## src/rtl/tx_rr_arbiter_if.sv

```systemverilog
// Handshake bundle between the requesters, the tx_rr_arbiter and its downstream consumer.
// With TX_ARB_LOCK_EN defined, the bundle also carries the per-requester lock request req_lock_i.
interface tx_rr_arbiter_if #(
  parameter int N_REQ  = 4,
  parameter int DATA_W = 4
);
  logic [N_REQ-1:0]        req_valid_i;
  logic [N_REQ*DATA_W-1:0] req_data_i;
  logic [N_REQ-1:0]        req_ready_o;
  logic                    valid_o;
  logic [DATA_W-1:0]       data_o;
  logic                    ready_i;
  logic [N_REQ-1:0]        grant_o;
`ifdef TX_ARB_LOCK_EN
  logic [N_REQ-1:0]        req_lock_i;
`endif

  modport master (
`ifdef TX_ARB_LOCK_EN
    input  req_lock_i,
`endif
    input  req_valid_i, req_data_i, ready_i,
    output req_ready_o, valid_o, data_o, grant_o
  );

  modport slave (
`ifdef TX_ARB_LOCK_EN
    output req_lock_i,
`endif
    output req_valid_i, req_data_i, ready_i,
    input  req_ready_o, valid_o, data_o, grant_o
  );
endinterface

```

## src/rtl/tx_rr_arbiter.sv

```systemverilog
// Round-robin arbiter sharing one registered valid/ready transmit channel among N_REQ requesters.
// Optional feature TX_ARB_LOCK_EN: a granted requester can lock the channel for consecutive words.
module tx_rr_arbiter #(
  parameter int N_REQ  = 4,
  parameter int DATA_W = 4
) (
  input  logic           clk,
  input  logic           rst,
  tx_rr_arbiter_if.master bus
);
  localparam int PTR_W = (N_REQ > 1) ? $clog2(N_REQ) : 1;

  typedef enum logic {IDLE = 1'b0, SEND = 1'b1} state_t;

  state_t            state_q, state_d;
  logic [DATA_W-1:0] data_q, data_d;
  logic [N_REQ-1:0]  grant_q, grant_d;
  logic [PTR_W-1:0]  rr_ptr_q, rr_ptr_d;
`ifdef TX_ARB_LOCK_EN
  logic              lock_q, lock_d;
`endif

  logic [DATA_W-1:0] req_word [N_REQ];
  logic              load;
  logic              any_valid;
  logic              rr_found;
  logic [PTR_W-1:0]  rr_idx;
  logic [PTR_W-1:0]  win_idx;
  logic [N_REQ-1:0]  win_onehot;
  logic [PTR_W-1:0]  cand_idx;
  int                cand;

  generate
    for (genvar gi = 0; gi < N_REQ; gi++) begin : g_unpack
      assign req_word[gi] = bus.req_data_i[gi*DATA_W +: DATA_W];
    end
  endgenerate

  // Search starts one past the last winner, so the last winner has lowest priority.
  always_comb begin
    rr_found = 1'b0;
    rr_idx   = rr_ptr_q;
    cand     = 0;
    cand_idx = '0;
    for (int i = 1; i <= N_REQ; i++) begin
      cand     = (32'(rr_ptr_q) + i) % N_REQ;
      cand_idx = PTR_W'(cand);
      if (!rr_found && bus.req_valid_i[cand_idx]) begin
        rr_found = 1'b1;
        rr_idx   = cand_idx;
      end
    end
  end

  always_comb begin
    any_valid = |bus.req_valid_i;
    load      = (state_q == IDLE) || bus.ready_i;
    win_idx   = rr_idx;
`ifdef TX_ARB_LOCK_EN
    // While locked, rr_ptr_q still names the locking requester.
    if (lock_q && bus.req_valid_i[rr_ptr_q]) begin
      win_idx = rr_ptr_q;
    end
`endif
    win_onehot = {{(N_REQ-1){1'b0}}, 1'b1} << win_idx;
  end

  // Next-state process
  always_comb begin
    state_d  = state_q;
    data_d   = data_q;
    grant_d  = grant_q;
    rr_ptr_d = rr_ptr_q;
`ifdef TX_ARB_LOCK_EN
    lock_d   = lock_q;
`endif
    if (load) begin
      if (any_valid) begin
        state_d  = SEND;
        data_d   = req_word[win_idx];
        grant_d  = win_onehot;
        rr_ptr_d = win_idx;
`ifdef TX_ARB_LOCK_EN
        lock_d   = bus.req_lock_i[win_idx];
`endif
      end else begin
        state_d = IDLE;
        grant_d = '0;
`ifdef TX_ARB_LOCK_EN
        lock_d  = 1'b0;
`endif
      end
    end
  end

  // State register process
  always_ff @(posedge clk) begin
    if (rst) begin
      state_q  <= IDLE;
      data_q   <= '0;
      grant_q  <= '0;
      rr_ptr_q <= PTR_W'(N_REQ - 1);
`ifdef TX_ARB_LOCK_EN
      lock_q   <= 1'b0;
`endif
    end else begin
      state_q  <= state_d;
      data_q   <= data_d;
      grant_q  <= grant_d;
      rr_ptr_q <= rr_ptr_d;
`ifdef TX_ARB_LOCK_EN
      lock_q   <= lock_d;
`endif
    end
  end

  // Output process
  always_comb begin
    bus.valid_o     = (state_q == SEND);
    bus.data_o      = data_q;
    bus.grant_o     = grant_q;
    bus.req_ready_o = (load && any_valid && !rst) ? win_onehot : '0;
  end
endmodule
```

## src/flat_wrapper.sv

```systemverilog
// flat-port wrapper written by rule: the top's interface ports become plain ports
module tx_rr_arbiter_flat 
#(
  parameter int N_REQ  = 4,
  parameter int DATA_W = 4
)
  (clk, rst, bus_req_valid_i, bus_req_data_i, bus_ready_i, bus_req_ready_o, bus_valid_o, bus_data_o, bus_grant_o);
  tx_rr_arbiter_if #(.N_REQ(N_REQ), .DATA_W(DATA_W)) bus_i ();
  input  logic clk;
  input  logic rst;
  input wire logic [$bits(bus_i.req_valid_i)-1:0] bus_req_valid_i;
  input wire logic [$bits(bus_i.req_data_i)-1:0] bus_req_data_i;
  input wire logic [$bits(bus_i.ready_i)-1:0] bus_ready_i;
  output wire logic [$bits(bus_i.req_ready_o)-1:0] bus_req_ready_o;
  output wire logic [$bits(bus_i.valid_o)-1:0] bus_valid_o;
  output wire logic [$bits(bus_i.data_o)-1:0] bus_data_o;
  output wire logic [$bits(bus_i.grant_o)-1:0] bus_grant_o;
  assign bus_i.req_valid_i = bus_req_valid_i;
  assign bus_i.req_data_i = bus_req_data_i;
  assign bus_i.ready_i = bus_ready_i;
  assign bus_req_ready_o = bus_i.req_ready_o;
  assign bus_valid_o = bus_i.valid_o;
  assign bus_data_o = bus_i.data_o;
  assign bus_grant_o = bus_i.grant_o;
  tx_rr_arbiter #(.N_REQ(N_REQ), .DATA_W(DATA_W)) u_core (.clk(clk), .rst(rst), .bus(bus_i));
endmodule
```

## config.mk

```make
export PLATFORM = sky130hd
export DESIGN_NAME = tx_rr_arbiter_flat
export DESIGN_NICKNAME = d
export VERILOG_FILES = /design/src/rtl/tx_rr_arbiter_if.sv /design/src/rtl/tx_rr_arbiter.sv /design/src/flat_wrapper.sv
export SDC_FILE = /design/constraint.sdc
export NUM_CORES = 1
export LEC_CHECK = 0
export CORE_MARGIN = 3
export CORE_UTILIZATION = 36
export DETAILED_ROUTE_END_ITERATION = 8
export PLACE_DENSITY = 0.76
export SLEW_MARGIN = 20
export SYNTH_ARGS = -nofsm -noshare
export SYNTH_HDL_FRONTEND = slang
export SYNTH_SLANG_ARGS = --single-unit
```

## constraint.sdc

```tcl
create_clock -name clk -period 1.9 [get_ports clk]
set_clock_uncertainty 0.2 [all_clocks]
set_input_delay 0.38 -clock clk [delete_from_list [all_inputs] [get_ports clk]]
set_output_delay 0.38 -clock clk [all_outputs]
set_load 0.005 [all_outputs]
```

==> results.txt <==
----------------------------------------------------
[Clocking]
  Clock transition time at the flip-flop clock pins of the worst setup and hold paths ... about 0.080 ns
  TritonCTS sink count ... 11
  CTS root buffer ... sky130_fd_sc_hd__clkbuf_4
  Number of levels the H-tree was split into ... 1
  Clk buf depth ... 2
  Clk_lat worst skew ... about 0.29 ns
  Clock tree from TritonCTS ... done
  Inserted Clock Buffers ... 3

[Worst setup path]
  Startpoint type of the worst setup path ... flop
  Stages on worst setup path ... 8
  Endpoint of the worst register-to-register path ... u_core.bus.data_o[2]$_SDFFE_PP0N_
  Worst stage delay on the critical path ... roughly 0.37 ns
  Launching instance or port of the critical path ... u_core.rr_ptr_q[1]$_SDFFE_PP1N_
  Worst-path maximum fanout ... 4
  Buf+Inv Stages, Crit Path ... 3
  Register-to-register setup slack ... -0.04 ns
  Reg-to-Reg Start ... u_core.rr_ptr_q[1]$_SDFFE_PP1N_
  Cell type with the highest occurrence count on the critical path ... sky130_fd_sc_hd__buf_6
  Gate family responsible for the most delay along the worst path ... compound AO/OA/AOI/OAI gates
  Count of cells along the worst register-to-register path ... 7
  Worst endpoint data arrival time ... approximately 1.7 ns
  CP max-delay cell ... sky130_fd_sc_hd__dfxtp_4
  Path type of the worst setup path ... reg2out
  Setup crit end kind ... primary output
  Data required time of the critical path ... ~1.3 ns
  Endpoint of the worst setup timing path ... bus_req_ready_o[2]
  Cells along the critical path ... buf_6, a21oi_1, a211o_1, o31ai_4, nand2b_4, buf_6, nor2_1, buf_2

[Placement]
  Final weighted congestion of routability-driven global placement ... a little under 0.8
  Sum of net half-perimeters after detailed placement ... ~1.4 mm
  Number of I/O port buffers ... 35
  Placement-stage cell area ... between 0.001 and 0.0015 sq mm

[Worst hold path]
  Hold Path Class ... reg2reg

[Synth]
  FF+latch count, synth ... 11
  Average size of a mapped cell ... between 9 and 10 sq um
  Post-Synthesis Net Count ... between 80 and 90
  Post-Syn Instances ... 66
  Seq/Total Area, Yosys ... a little over a third
  Synth unique cells ... 26
  Synth Cell Area ... 631 sq um
  Number of warnings reported in the yosys synthesis log ... 0

[Global routing]
  Met2 Use GR ... 38.0%
  First-pass GRT wire length ... around 3.3 mm
  Global routing met3 resource utilization ... ~7.5%
  Maximum number of pins on one net before global-route repair ... 9
  Total overflow reported by the global router ... 0
  Met1 track demand over resource ... 20.8%
  Busiest layer in global routing ... met2
  Overall routing resource usage ... between 20% and 30%
  Antenna violations before repair ... 0
  Via count of the first global-routing pass ... just under 800

[Timing]
  Final Hold Viols ... 0
  Slew margin rel. ... around 79%
  Setup-failing EPs final ... 7
  Post-layout worst setup margin ... -0.333 ns
  Number of pins exceeding their max-slew limit in the final report ... 0
  Fmax ... 448 MHz
  Setup repair after global routing missed its margin ... yes
  Period utilization ... 118%
  Actual slew at the worst max-slew pin ... approximately 0.32 ns
  Min cycle time layout ... 2.23 ns

[Cells and area]
  Net count reported at finish ... 148
  Growth of design area from synthesis to finish ... 96.6%
  Antenna cell count ... 0
  Fraction of layout cells with a size suffix above 1 ... between 30% and 40%
  Final instance area ... 0.00124 sq mm

[Power and ir drop]
  Clock group share of total power ... 20.7%
  Combinational group share of total power ... 45.8%
  Sw Ratio ... a little under a third
  Maximum vdd drop ... ~0.57 mV
  Cell internal power dissipation ... 572 uW
  Power density over the cells ... 666 mW/mm^2
  Fraction of power consumed by sequential logic ... between 30 and 40%
  Sw Pwr ... 253 uW
  Leakage ... roughly 0.00054 uW
  Power, Total ... around 830 uW

[Drt]
  Drt total wl ... approximately 2.3 mm
  Number of detailed-route iterations in the first pass ... 4
  Wire per inst ... approximately 16 microns
  Residual antenna-violating net count after detailed routing ... 0
  Vias after detailed routing ... about 770
  Number of DRC violations after detailed-routing iteration 0 ... 10
  Avg Vias per Cell ... between 5 and 6
  Remaining routing DRC violations ... 0

[Flow run]
  Maximum capacitance violations ... 0

[Floorplanning]
  Starting density of the core ... between 40% and 50%
  Die W ... between 40 and 50 microns
  Std-Cell Core Area ... 0.00158 sq mm
  Die span in y ... around 48 microns
  Die outline area ... around 0.0023 sq mm
  Cell row count ... 14
  Count of pins on the block boundary ... 36

[Status]
  Failing checks ... negative setup slack
  Result of the run ... finished with violations

----------------------------------------------------
synth_stat cells (all sizes together):
cell | number | area, sq um
o41ai | 1 | 27.5
dfxtp | 11 | 220
nand3b | 4 | 30.0
inv | 3 | 11.3
nand2 | 5 | 21.3
o31ai | 1 | 7.51
a22oi | 1 | 7.51
o221a | 1 | 11.3
a211o | 3 | 26.3
nor2 | 8 | 35.0
buf | 4 | 43.8
nand3 | 1 | 5.00
o221ai | 4 | 35.0
nor4 | 1 | 6.26
nand2b | 2 | 12.5
a21oi | 2 | 10.0
mux2i | 9 | 90.1
and3b | 1 | 10.0
o21ai | 4 | 20.0
power groups by stage:
stage          clock network, uW  registers, uW  logic (uW)
6_report                     171            277         378
5_1_grt                      183            280         403
4_1_cts                      168            276         334
3_5_place_dp                   0            283         275
3_3_place_gp                   0            282         272
2_1_floorplan                  0            280         136
layout by cell type, fill, tap and decap left out, types with 2 or more instances in the layout:
cell	count
sky130_fd_sc_hd__clkdlybuf4s50_1	26
sky130_fd_sc_hd__buf_4	16
sky130_fd_sc_hd__dfxtp_1	10
sky130_fd_sc_hd__mux2i_1	6
sky130_fd_sc_hd__buf_6	6
sky130_fd_sc_hd__nor2_1	5
sky130_fd_sc_hd__nand2_1	4
sky130_fd_sc_hd__nand3b_1	4
sky130_fd_sc_hd__buf_2	4
sky130_fd_sc_hd__inv_2	3
sky130_fd_sc_hd__a211o_1	3
sky130_fd_sc_hd__o21ai_1	3
sky130_fd_sc_hd__clkbuf_4	3
sky130_fd_sc_hd__dlygate4sd2_1	3
sky130_fd_sc_hd__a21oi_1	2
sky130_fd_sc_hd__nand2b_4	2
sky130_fd_sc_hd__nor2_2	2
sky130_fd_sc_hd__o221ai_1	2
sky130_fd_sc_hd__mux2i_2	2
sky130_fd_sc_hd__o221ai_2	2
sky130_fd_sc_hd__clkdlybuf4s15_1	2
how the worst min path moves through the flow:
stage	from	slack (ns)	cells after the start	endpoint
after detailed placement	u_core.bus.grant_o[0]$_SDFFE_PP0P_	0.24	2	u_core.bus.grant_o[0]$_SDFFE_PP0P_
after CTS	u_core.bus.grant_o[0]$_SDFFE_PP0P_	0.25	2	u_core.bus.grant_o[0]$_SDFFE_PP0P_
final	u_core.bus.grant_o[0]$_SDFFE_PP0P_	0.25	2	u_core.bus.grant_o[0]$_SDFFE_PP0P_
after global placement	u_core.bus.grant_o[2]$_SDFFE_PP0P_	0.24	2	u_core.bus.grant_o[2]$_SDFFE_PP0P_
after floorplan	u_core.bus.grant_o[0]$_SDFFE_PP0P_	0.24	2	u_core.bus.grant_o[0]$_SDFFE_PP0P_
after global routing	u_core.bus.grant_o[0]$_SDFFE_PP0P_	0.28	2	u_core.bus.grant_o[0]$_SDFFE_PP0P_
cells by family after synthesis:
group           share of synthesized area [%]
buf+inv                                  8.73
compound gates                           23.0
simple gates                             19.0
mux                                      14.3
flops                                    34.9
sequential cells by signal (all words and copies together) (netlist names):
register            cells
u_core.bus.data_o       4
u_core.bus.grant_o      4
u_core.bus.valid_o      1
u_core.rr_ptr_q         2
metal layers:
layer / part of all wire [%] / vias to the layer above
met5: 0 / -
met4: 3.8 / 0
met3: 6.5 / 10
met2: 51 / 30
met1: 39 / 372
li1: - / 361
cell type report:
class | count | area [sq um]
Multi-Input combinational cell | 48 | 429
Clock buffer | 4 | 26.3
Tap cell | 16 | 20.0
Fill cell | 107 | 337
Inverter | 3 | 11.3
Timing Repair Buffer | 58 | 529
Sequential cell | 11 | 224
worst reg2reg max path, cell delays in order, from the launching register on:
cell                       delay, ns
sky130_fd_sc_hd__dfxtp_4        0.37
sky130_fd_sc_hd__buf_4          0.14
sky130_fd_sc_hd__mux2i_1        0.17
sky130_fd_sc_hd__o221a_1        0.30
sky130_fd_sc_hd__buf_4          0.15
sky130_fd_sc_hd__buf_8          0.13
sky130_fd_sc_hd__mux2i_1        0.22
sky130_fd_sc_hd__o221ai_1       0.13
repair_timing:
item / in CTS / in global routing
endpoints found under the setup margin: 11 / 12
resized for setup: 34 / 16
hold buffers: 0 / 0
setup buffers: 11 / 2
pin swaps: 7 / 5
through the flow:
step	hold slack [ns]	TNS [ns]	instances	setup WS, ns	utilization (%)
floorplan	0.245	0	66	0.0566	-
global placement	0.240	-6.12	126	-0.852	66.9
detailed placement	0.243	-6.76	126	-0.899	66.9
CTS	0.254	-1.08	140	-0.321	75.0
global route	0.278	-1.91	140	-0.391	78.7
finish	0.254	-1.21	140	-0.333	78.7
(Power assumes the default switching activity.)
